==> config.mk <==
export PLATFORM = sky130hd
export DESIGN_NAME = frame_scheduler
export DESIGN_NICKNAME = d
export VERILOG_FILES = /design/src/rtl/frame_scheduler.sv
export SDC_FILE = /design/constraint.sdc
export NUM_CORES = 1
export LEC_CHECK = 0
export CAP_MARGIN = 20
export CELL_PAD_IN_SITES_DETAIL_PLACEMENT = 1
export CELL_PAD_IN_SITES_GLOBAL_PLACEMENT = 2
export CORE_ASPECT_RATIO = 1.1
export CORE_UTILIZATION = 21
export CTS_CLUSTER_SIZE = 40
export DETAILED_ROUTE_END_ITERATION = 10
export PLACE_DENSITY_LB_ADDON = 0.1
export SYNTH_ARGS = -nofsm -noshare
export SYNTH_HDL_FRONTEND = slang
export SYNTH_SLANG_ARGS = --single-unit
==> constraint.sdc <==
create_clock -name clk -period 1.7 [get_ports clk]
set_clock_uncertainty 0.1 [all_clocks]
set_input_delay 0.425 -clock clk [delete_from_list [all_inputs] [get_ports clk]]
set_output_delay 0.425 -clock clk [all_outputs]
set_load 0.01 [all_outputs]
==> src/rtl/frame_scheduler.sv <==
`default_nettype none
// ============================================================================
// Module   : frame_scheduler
// Purpose  : Sequences rendering of one frame at a time. Waits for enable and
//            a vertical blank, clears the back framebuffer and z buffer, starts
//            the rasterizer and forwards its writes. Once the rasterizer
//            finishes, it waits for vertical blank, then swaps buffers.
//            Vertical blanks that arrive while a frame is still being built are
//            counted as missed.
// Ports    : clk, rst (synchronous, active-high)
//            enable, vsync                      - run control / vblank pulse
//            gen_frame_start, gen_frame_done    - rasterizer handshake
//            gen_fb_wr_*, gen_zb_wr_*           - rasterizer write requests
//            fb_wr_*, zb_wr_*                   - buffer write ports (registered)
//            display_sel, busy, frame_count, missed_vsync - status
// Config   : DOUBLE_BUFFER_EN - when defined, each swap toggles display_sel.
//            When it is undefined, display_sel and fb_wr_sel are held at 0.
// Revision : 1.0 - initial release
// ============================================================================
module frame_scheduler #(
    parameter int                        FRAMEBUFFER_SIZE = 10000,
    parameter int                        FB_ADDR_BITS     = $clog2(FRAMEBUFFER_SIZE),
    parameter int                        FB_DATA_BITS     = 16,
    parameter int                        ZB_DATA_BITS     = 32,
    parameter logic [FB_DATA_BITS-1:0]   CLEAR_COLOR      = '0,
    parameter logic [ZB_DATA_BITS-1:0]   Z_FAR            = '1
) (
    input  logic                     clk,
    input  logic                     rst,
    input  logic                     enable,
    input  logic                     vsync,
    output logic                     gen_frame_start,
    input  logic                     gen_frame_done,
    input  logic                     gen_fb_wr_en,
    input  logic [FB_ADDR_BITS-1:0]  gen_fb_wr_addr,
    input  logic [FB_DATA_BITS-1:0]  gen_fb_wr_data,
    input  logic                     gen_zb_wr_en,
    input  logic [FB_ADDR_BITS-1:0]  gen_zb_wr_addr,
    input  logic [ZB_DATA_BITS-1:0]  gen_zb_wr_data,
    output logic                     fb_wr_en,
    output logic [FB_ADDR_BITS-1:0]  fb_wr_addr,
    output logic [FB_DATA_BITS-1:0]  fb_wr_data,
    output logic                     fb_wr_sel,
    output logic                     zb_wr_en,
    output logic [FB_ADDR_BITS-1:0]  zb_wr_addr,
    output logic [ZB_DATA_BITS-1:0]  zb_wr_data,
    output logic                     display_sel,
    output logic                     busy,
    output logic [15:0]              frame_count,
    output logic [7:0]               missed_vsync
);

    typedef enum logic [2:0] {
        ST_IDLE       = 3'd0,
        ST_CLEAR      = 3'd1,
        ST_START      = 3'd2,
        ST_RENDER     = 3'd3,
        ST_WAIT_VSYNC = 3'd4,
        ST_SWAP       = 3'd5
    } state_t;

    localparam logic [FB_ADDR_BITS-1:0] c_LAST_ADDR = FB_ADDR_BITS'(FRAMEBUFFER_SIZE - 1);

    state_t                    state_q, state_d;
    logic [FB_ADDR_BITS-1:0]   clear_addr_q, clear_addr_d;
    logic                      done_prev_q;
    logic                      fb_wr_en_q, fb_wr_en_d;
    logic [FB_ADDR_BITS-1:0]   fb_wr_addr_q, fb_wr_addr_d;
    logic [FB_DATA_BITS-1:0]   fb_wr_data_q, fb_wr_data_d;
    logic                      fb_wr_sel_q, fb_wr_sel_d;
    logic                      zb_wr_en_q, zb_wr_en_d;
    logic [FB_ADDR_BITS-1:0]   zb_wr_addr_q, zb_wr_addr_d;
    logic [ZB_DATA_BITS-1:0]   zb_wr_data_q, zb_wr_data_d;
    logic                      gen_frame_start_q, gen_frame_start_d;
    logic                      display_sel_q, display_sel_d;
    logic                      busy_q, busy_d;
    logic [15:0]               frame_count_q, frame_count_d;
    logic [7:0]                missed_vsync_q, missed_vsync_d;
    logic                      missed_inc;
    logic                      done_rise;

    // Completion is an edge: a done level left high from the previous frame
    // must not end the next frame immediately.
    assign done_rise = gen_frame_done & ~done_prev_q;

    always_comb begin
        state_d           = state_q;
        clear_addr_d      = clear_addr_q;
        fb_wr_en_d        = 1'b0;
        fb_wr_addr_d      = '0;
        fb_wr_data_d      = '0;
        zb_wr_en_d        = 1'b0;
        zb_wr_addr_d      = '0;
        zb_wr_data_d      = '0;
        gen_frame_start_d = 1'b0;
        frame_count_d     = frame_count_q;
        missed_vsync_d    = missed_vsync_q;
        missed_inc        = 1'b0;
`ifdef DOUBLE_BUFFER_EN
        display_sel_d     = display_sel_q;
`else
        display_sel_d     = 1'b0;
`endif

        case (state_q)
            ST_IDLE: begin
                if (enable && vsync) begin
                    state_d      = ST_CLEAR;
                    clear_addr_d = '0;
                end
            end
            ST_CLEAR: begin
                fb_wr_en_d   = 1'b1;
                fb_wr_addr_d = clear_addr_q;
                fb_wr_data_d = CLEAR_COLOR;
                zb_wr_en_d   = 1'b1;
                zb_wr_addr_d = clear_addr_q;
                zb_wr_data_d = Z_FAR;
                missed_inc   = vsync;
                if (clear_addr_q == c_LAST_ADDR) begin
                    clear_addr_d = '0;
                    state_d      = ST_START;
                end else begin
                    clear_addr_d = clear_addr_q + FB_ADDR_BITS'(1);
                end
            end
            ST_START: begin
                gen_frame_start_d = 1'b1;
                missed_inc        = vsync;
                state_d           = ST_RENDER;
            end
            ST_RENDER: begin
                fb_wr_en_d   = gen_fb_wr_en;
                fb_wr_addr_d = gen_fb_wr_addr;
                fb_wr_data_d = gen_fb_wr_data;
                zb_wr_en_d   = gen_zb_wr_en;
                zb_wr_addr_d = gen_zb_wr_addr;
                zb_wr_data_d = gen_zb_wr_data;
                // Done and vblank together: the frame made it in time, swap now.
                if (done_rise) begin
                    state_d = vsync ? ST_SWAP : ST_WAIT_VSYNC;
                end else begin
                    missed_inc = vsync;
                end
            end
            ST_WAIT_VSYNC: begin
                if (vsync) begin
                    state_d = ST_SWAP;
                end
            end
            ST_SWAP: begin
                frame_count_d = frame_count_q + 16'd1;
`ifdef DOUBLE_BUFFER_EN
                display_sel_d = ~display_sel_q;
`endif
                state_d = enable ? ST_CLEAR : ST_IDLE;
            end
            default: begin
                state_d = ST_IDLE;
            end
        endcase

        if (missed_inc && (missed_vsync_q != 8'hFF)) begin
            missed_vsync_d = missed_vsync_q + 8'd1;
        end

        busy_d = (state_d != ST_IDLE);
`ifdef DOUBLE_BUFFER_EN
        fb_wr_sel_d = ~display_sel_d;
`else
        fb_wr_sel_d = 1'b0;
`endif
    end

    always_ff @(posedge clk) begin
        if (rst) begin
            state_q           <= ST_IDLE;
            clear_addr_q      <= '0;
            done_prev_q       <= 1'b0;
            fb_wr_en_q        <= 1'b0;
            fb_wr_addr_q      <= '0;
            fb_wr_data_q      <= '0;
            zb_wr_en_q        <= 1'b0;
            zb_wr_addr_q      <= '0;
            zb_wr_data_q      <= '0;
            gen_frame_start_q <= 1'b0;
            display_sel_q     <= 1'b0;
            busy_q            <= 1'b0;
            frame_count_q     <= '0;
            missed_vsync_q    <= '0;
`ifdef DOUBLE_BUFFER_EN
            fb_wr_sel_q       <= 1'b1;
`else
            fb_wr_sel_q       <= 1'b0;
`endif
        end else begin
            state_q           <= state_d;
            clear_addr_q      <= clear_addr_d;
            done_prev_q       <= gen_frame_done;
            fb_wr_en_q        <= fb_wr_en_d;
            fb_wr_addr_q      <= fb_wr_addr_d;
            fb_wr_data_q      <= fb_wr_data_d;
            zb_wr_en_q        <= zb_wr_en_d;
            zb_wr_addr_q      <= zb_wr_addr_d;
            zb_wr_data_q      <= zb_wr_data_d;
            gen_frame_start_q <= gen_frame_start_d;
            display_sel_q     <= display_sel_d;
            busy_q            <= busy_d;
            frame_count_q     <= frame_count_d;
            missed_vsync_q    <= missed_vsync_d;
            fb_wr_sel_q       <= fb_wr_sel_d;
        end
    end

    assign gen_frame_start = gen_frame_start_q;
    assign fb_wr_en        = fb_wr_en_q;
    assign fb_wr_addr      = fb_wr_addr_q;
    assign fb_wr_data      = fb_wr_data_q;
    assign fb_wr_sel       = fb_wr_sel_q;
    assign zb_wr_en        = zb_wr_en_q;
    assign zb_wr_addr      = zb_wr_addr_q;
    assign zb_wr_data      = zb_wr_data_q;
    assign display_sel     = display_sel_q;
    assign busy            = busy_q;
    assign frame_count     = frame_count_q;
    assign missed_vsync    = missed_vsync_q;

endmodule
`default_nettype wire
==> qor.txt, run 1 <==
Area Overhead vs Synth -> 77.55%
Post-synth EDFFs -> 0
Slew Limit Fails -> 0
Die X -> 141.4 um
maximum VDD drop -> 0.6235 mV
Yosys reg bits -> 122
wire per inst -> 14.71 um
fmax -> 555.2 MHz
power per cell area -> 917.0 nW/um2
Seq pwr share -> 40.0%
Hold Path Class -> in2reg
Max-cap violations -> 0
max incr delay on CP -> 0.36 ns
num rows -> 55
largest net degree at the start of global routing -> 63
Finished Cell Area -> 7975 um2
initial antenna violation count -> 0
Comb pwr share -> 7.9%
violated checks -> negative setup slack
DR iter-0 viols -> 135
status -> finished, violations left
clock power share -> 52.1%
met2 WL post-DR -> 7.721 mm
I/O pins -> 189
Final Power -> 7.313 mW
synth unique cells -> 50
setup ws final -> -0.1012 ns
buffer depth of the longest clock path -> 2
CP max-delay cell -> dfxtp_4
worst-path fanout max -> 3
layout cell share with drive strength beyond 1 -> 20.05%
GPL Wtd Cong -> 0.7811
Net Sw Power -> 1.667 mW
Place WS -> -0.5167 ns
critical path required time -> 1.90 ns
DIE AREA -> 21980 um2
M1 WL -> 6.595 mm
cts bufs inserted -> 17
WP data arrival -> 2.00 ns
Congestion Overflow GR -> 0
cells after synthesis -> 513
Tmin final -> 1.801 ns
initial core utilization -> 21.61%
vias in the first global route -> 4792
Core Area -> 20780 um2
CP cell instances -> ha_4, and3_4, and4_4, buf_4, buf_6, nand2b_4, nor4_2, a311o_1
die span in y -> 155.4 um
clk sinks -> 122
post-synthesis sequential area ratio -> 54.37%
placed cell count -> 1022
Setup CP Type -> reg2reg
Diodes inserted -> 0
DP Wirelength -> 11.25 mm
final hold viol count -> 0
Residual DRC -> 0
post-route ant nets -> 0
asr flop ratio synth -> 0%
Layout fillers -> 2424
unrepaired setup endpoints after global routing -> yes
mapped cell area -> 4492 um2
Syn Area/Cell -> 8.756 um2
# nets final -> 851
GRT Resource Usage Total -> 14.49%
placed cell areas -> 7188 um2
first-pass GRT wire length -> 24.67 mm
Critical Path Sink Type -> flip-flop
final worst-path cycle share -> 106.0%
clock tree from TritonCTS -> done
Setup crit start kind -> flip-flop
Reg clk slew, reported paths -> 0.06 ns
Pleak -> 3.678 nW
number of port buffers -> 186
Detailed Routing Iterations Pass 1 -> 4
final wirelength -> 15.64 mm
Switching Fraction -> 22.80%
Synth Warn # -> 0
CTS root buf -> clkbuf_16
worst-skew pair later-pin latency -> 0.41 ns
final setup vio count -> 7
final instance count without filler cells -> 1063
vias per cell -> 4.275
cell family with most CP delay -> simple AND/OR/NAND/NOR gates
internal power -> 5.646 mW
highest metal used -> met4
WP buf/inv -> 2
ys flop type -> dfxtp_1
H-tree depth -> 4
DR vias -> 4544
met3 WL -> 1.112 mm
[metal layers]
metal,GRT usage [%],vias to the layer above
met2,24.94,132
met1,16.39,2170
met5,0,-
li1,-,2229
met3,5.355,13
met4,5.120,0
[synthesized netlist by cell type (4+ instances only)]
master	count	area (um2)
nor2_1	37	138.9
nand4_1	6	37.54
nor3_1	6	30.03
a21oi_1	73	365.4
and4_1	4	35.03
o21ai_0	7	35.03
nand3_1	15	75.07
buf_1	4	15.01
clkbuf_1	20	75.07
nand2_1	70	262.8
buf_2	4	20.02
xor2_1	13	113.9
xnor2_1	8	70.07
inv_1	41	153.9
a31oi_1	8	50.05
dfxtp_1	122	2442
and3_1	24	150.1
[flip-flops by register name, summed over array words and instances, names as in the netlist]
register         cells
clear_addr_q        14
gen_frame_start      1
missed_vsync         8
fb_wr_en             1
fb_wr_addr          14
done_prev_q          1
zb_wr_en             1
busy                 1
zb_wr_data          32
fb_wr_data          16
zb_wr_addr          14
frame_count         16
state_q              3
[kinds of logic after synthesis]
family	count (synthesis)	synth area share, %
and+or+nand+nor	187	20.56
DFF	122	54.37
AOI/OAI and AO/OA	104	12.98
buffers and inverters	72	6.379
xor gates and xnor gates	21	4.095
adders and majority gates	3	0.8357
muxes	3	0.6964
other	1	0.08349
[worst register-to-register path, delay by kind of cell (launching register included)]
family / cells / cell delay (ns)
AOI/OAI and AO/OA: 1 / 0.26
adders and majority gates: 1 / 0.15
buffers and inverters: 2 / 0.23
DFF: 1 / 0.36
and+or+nand+nor: 4 / 0.60
[layout make-up]
cell class                      count  area (um2)  area share [%]
Clock inverter                     13       167.7           2.102
Inverter                           41       153.9           1.930
Tap cell                          285       356.6           4.471
Timing Repair Buffer              263        2416           30.29
Sequential cell                   122        2462           30.88
Clock buffer                       19       452.9           5.679
Multi-Input combinational cell    320        1966           24.65
[through the flow]
step	TNS (ns)	hold slack (ns)	util (%)
finish	-0.3824	0.3014	38.37
floorplan	-0.1901	0.3468	-
global route	-1.154	0.3262	38.37
detailed placement	-23.54	0.4041	34.59
global placement	-20.58	0.3955	34.59
CTS	-0.4453	0.3904	37.77
[power groups by stage]
| stage | sequential (mW) | clock (mW) | combinational (mW) |
|---|---|---|---|
| 6_report | 2.92 | 3.81 | 0.577 |
| 5_1_grt | 2.93 | 4.07 | 0.628 |
| 4_1_cts | 2.92 | 3.94 | 0.573 |
| 3_5_place_dp | 2.99 | 0 | 0.567 |
| 3_3_place_gp | 2.99 | 0 | 0.560 |
| 2_1_floorplan | 3.01 | 0 | 0.147 |
[path summary, 6_finish.rpt]
kind	to	cells after the start	start	slack, ns
max	clear_addr_q[7]	8	clear_addr_q[1]	-0.10
min	done_prev_q	3	gen_frame_done	0.30
max reg2reg	clear_addr_q[7]	8	clear_addr_q[1]	-0.10
min reg2reg	frame_count[1]	2	frame_count[1]	0.39
[cell usage in the layout (no fill, tap or decap), types with 8 or more instances in the layout]
cell,n
nand2_1,68
a21oi_1,69
dlygate4sd2_1,100
clkbuf_16,17
xnor2_1,8
clkdlybuf4s50_1,80
xor2_1,13
nand3_1,15
nor2_1,35
buf_4,64
and3_1,22
inv_1,40
dfxtp_1,112
[repair_timing]
item | 4_1_cts | 5_1_grt
setup buffers | 5 | 3
resized for setup | 136 | 27
pin swaps | 9 | 11
gates cloned | 1 | 0
endpoints found under the setup margin | 147 | 31
hold buffers | 0 | 0
Note: power is estimated with default switching activity, not from simulation.
==> run 2, diff against run 1 <==
CORE_UTILIZATION = 22   (was 21)
CTS_BUF_LIST = sky130_fd_sc_hd__clkbuf_2   (was default)
==> run 2 against run 1 <==
Net effect:
- the run ends with design-rule violations, negative setup slack left
- worst setup slack got worse by 0.051 ns
- critical path depth decreased by 2
- non-clock buffer count increased by 18
- register-to-register slack got worse by 0.05 ns
- flip-flop and latch count unchanged
- final area fell by 2.2%
- global-route usage is 0.90 points higher
- final cell count down 1.3%
- sequential power barely moved
- combinational power decreased by 2%
- power is 27% lower
- via count rose by 1.1%
- highest routed layer unchanged
==> qor.txt, run 2 (synthesis gave the netlist of run 1 again) <==
status -> finished, violations left (unchanged)
violated checks -> design-rule violations, negative setup slack (was negative setup slack)
Residual DRC -> 25 (was 0)
cell family with most CP delay -> simple AND/OR/NAND/NOR gates (unchanged)
vias per cell -> 4.381 (was 4.275)
WP buf/inv -> 0 (was 2)
wire per inst -> 15.10 um (was 14.71 um)
commonest non-fill, non-tap cell in the layout -> buf_6 (was dfxtp_1)
Final Power -> 5.315 mW (was 7.313 mW)
post-route ant nets -> 0 (unchanged)
Congestion Overflow GR -> 0 (unchanged)
WP data arrival -> 2.37 ns (was 2.00 ns)
DIE AREA -> 20990 um2 (was 21980 um2)
Setup crit start kind -> flip-flop (unchanged)
GPL Wtd Cong -> 0.7763 (was 0.7811)
Setup CP Type -> reg2reg (unchanged)
GRT Resource Usage Total -> 15.39% (was 14.49%)
Slew Limit Fails -> 0 (unchanged)
DP Wirelength -> 10.94 mm (was 11.25 mm)
Place WS -> -0.5196 ns (was -0.5167 ns)
clock tree from TritonCTS -> done (unchanged)
Die X -> 138.2 um (was 141.4 um)
unrepaired setup endpoints after global routing -> yes (unchanged)
die span in y -> 151.9 um (was 155.4 um)
I/O pins -> 189 (unchanged)
final wirelength -> 15.84 mm (was 15.64 mm)
Critical Path Sink Type -> flip-flop (unchanged)
worst-path fanout max -> 5 (was 3)
final worst-path cycle share -> 109.0% (was 106.0%)
Finished Cell Area -> 7799 um2 (was 7975 um2)
num rows -> 54 (was 55)
clk sinks -> 122 (unchanged)
layout cell share with drive strength beyond 1 -> 42.52% (was 20.05%)
CP startpoint -> clear_addr_q[1] (unchanged)
initial core utilization -> 22.54% (was 21.61%)
Reg clk slew, reported paths -> 0.19 ns (was 0.06 ns)
# nets final -> 869 (was 851)
max FFs per register -> 32 (unchanged)
first-pass GRT wire length -> 25.36 mm (was 24.67 mm)
final setup vio count -> 19 (was 7)
Area Overhead vs Synth -> 73.62% (was 77.55%)
final core occ -> 39.13% (was 38.37%)
final instance count without filler cells -> 1049 (was 1063)
DR iter-0 viols -> 142 (was 135)
Tmin final -> 1.852 ns (was 1.801 ns)
placed cell count -> 979 (was 1022)
DR vias -> 4596 (was 4544)
vias in the first global route -> 4848 (was 4792)
Hold Path Class -> in2reg (unchanged)
CP max-delay cell -> dfxtp_4 (unchanged)
Pleak -> 3.427 nW (was 3.678 nW)
largest net degree at the start of global routing -> 63 (unchanged)
power per cell area -> 681.6 nW/um2 (was 917.0 nW/um2)
Core Area -> 19930 um2 (was 20780 um2)
R2R Path Start -> clear_addr_q[1] (unchanged)
fmax -> 539.9 MHz (was 555.2 MHz)
setup ws final -> -0.1522 ns (was -0.1012 ns)
CTS root buf -> clkbuf_2 (was clkbuf_16)
final hold viol count -> 0 (unchanged)
worst-skew pair later-pin latency -> 0.69 ns (was 0.41 ns)
H-tree depth -> 4 (unchanged)
max incr delay on CP -> 0.39 ns (was 0.36 ns)
Detailed Routing Iterations Pass 1 -> 10 (was 4)
Worst Hold Launch -> gen_zb_wr_data[24] (was gen_frame_done)
initial antenna violation count -> 1 (was 0)
critical path required time -> 2.22 ns (was 1.90 ns)
maximum VDD drop -> 0.2878 mV (was 0.6235 mV)
number of port buffers -> 186 (unchanged)
Max-cap violations -> 0 (unchanged)
placed cell areas -> 7059 um2 (was 7188 um2)
CP cell instances -> ha_4, and3_4, and4_4, or3_4, or3_1, o21ai_1 (was ha_4, and3_4, and4_4, buf_4, buf_6, nand2b_4, nor4_2, a311o_1)
most frequent cells in the layout -> 84 x buf_6, 82 x clkdlybuf4s50_1, 77 x buf_4, 71 x a21oi_1, 69 x nand2_1 (was 112 x dfxtp_1, 100 x dlygate4sd2_1, 80 x clkdlybuf4s50_1, 69 x a21oi_1, 68 x nand2_1)
buffer depth of the longest clock path -> 2 (unchanged)
cts bufs inserted -> 17 (unchanged)
## run 2: cell types whose count changed in the layout (fill, tap and decap cells not counted), sizes merged, moves of 2 or more
cell           delta
clkinv            +2
buf             +122
dlymetal6s2s      -2
clkdlybuf4s15     -4
diode             +2
clkdlybuf4s50     +2
dlygate4sd2     -100
## run 2: routing by layer
| layer | global-route usage (%) | vias up | wire [um] |
|---|---|---|---|
| met5 | 0 | - | 0 |
| met4 | 6.688 | 0 | 272 |
| met3 | 5.200 | 19 | 1041 |
| met2 | 26.34 | 134 | 7958 |
| met1 | 17.39 | 2186 | 6568 |
| li1 | - | 2257 | - |
## run 2: timing repair
action                     in CTS  in global routing
pin swaps                      11                 11
gates cloned                    1                  0
setup endpoints to repair     120                153
hold buffers                    0                  0
buffers inserted               27                  9
gates resized for setup       554                 61
## run 2: final timing paths
check | slack (ns) | endpoint | cells past startpoint
setup / recovery | -0.15 | clear_addr_q[8] | 6
hold / removal | 0.15 | zb_wr_data[24] | 3
setup reg to reg | -0.15 | clear_addr_q[8] | 6
hold reg to reg | 0.45 | frame_count[10] | 2
## run 2: power by group
part | internal, mW | total [mW] | switching [mW]
logic | 0.338 | 0.568 | 0.230
clock network | 0.659 | 1.83 | 1.17
registers | 2.90 | 2.92 | 0.0212
## run 2: tightest hold or removal path, stage by stage
cell	delay [ns]
clkdlybuf4s50_1	0.40
inv_1	0.05
a21oi_1	0.05
## run 2: through the flow
step	hold slack, ns	setup TNS, ns
after floorplan	0.3468	-0.1901
after global placement	0.3936	-21.00
after detailed placement	0.4151	-24.21
after CTS	0.02984	-10.31
after global routing	0.02730	-13.94
final	0.1518	-0.8485
## run 2: cell type report
| cell class | instances | area [um2] |
|---|---|---|
| clock inverter | 13 | 128.9 |
| tap | 252 | 315.3 |
| multi-input combinational | 320 | 1963 |
| antenna | 2 | 5.005 |
| sequential | 122 | 2562 |
| timing repair buffer | 281 | 2580 |
| inverter | 41 | 153.9 |
| clock buffer | 18 | 90.09 |
| fill | 2276 | 12130 |
==> run 3, diff against run 2 <==
SLEW_MARGIN = 10   (was default)
==> results of run 3 <==
Same layout as run 2: the final DEF is identical, and so are final timing and power.
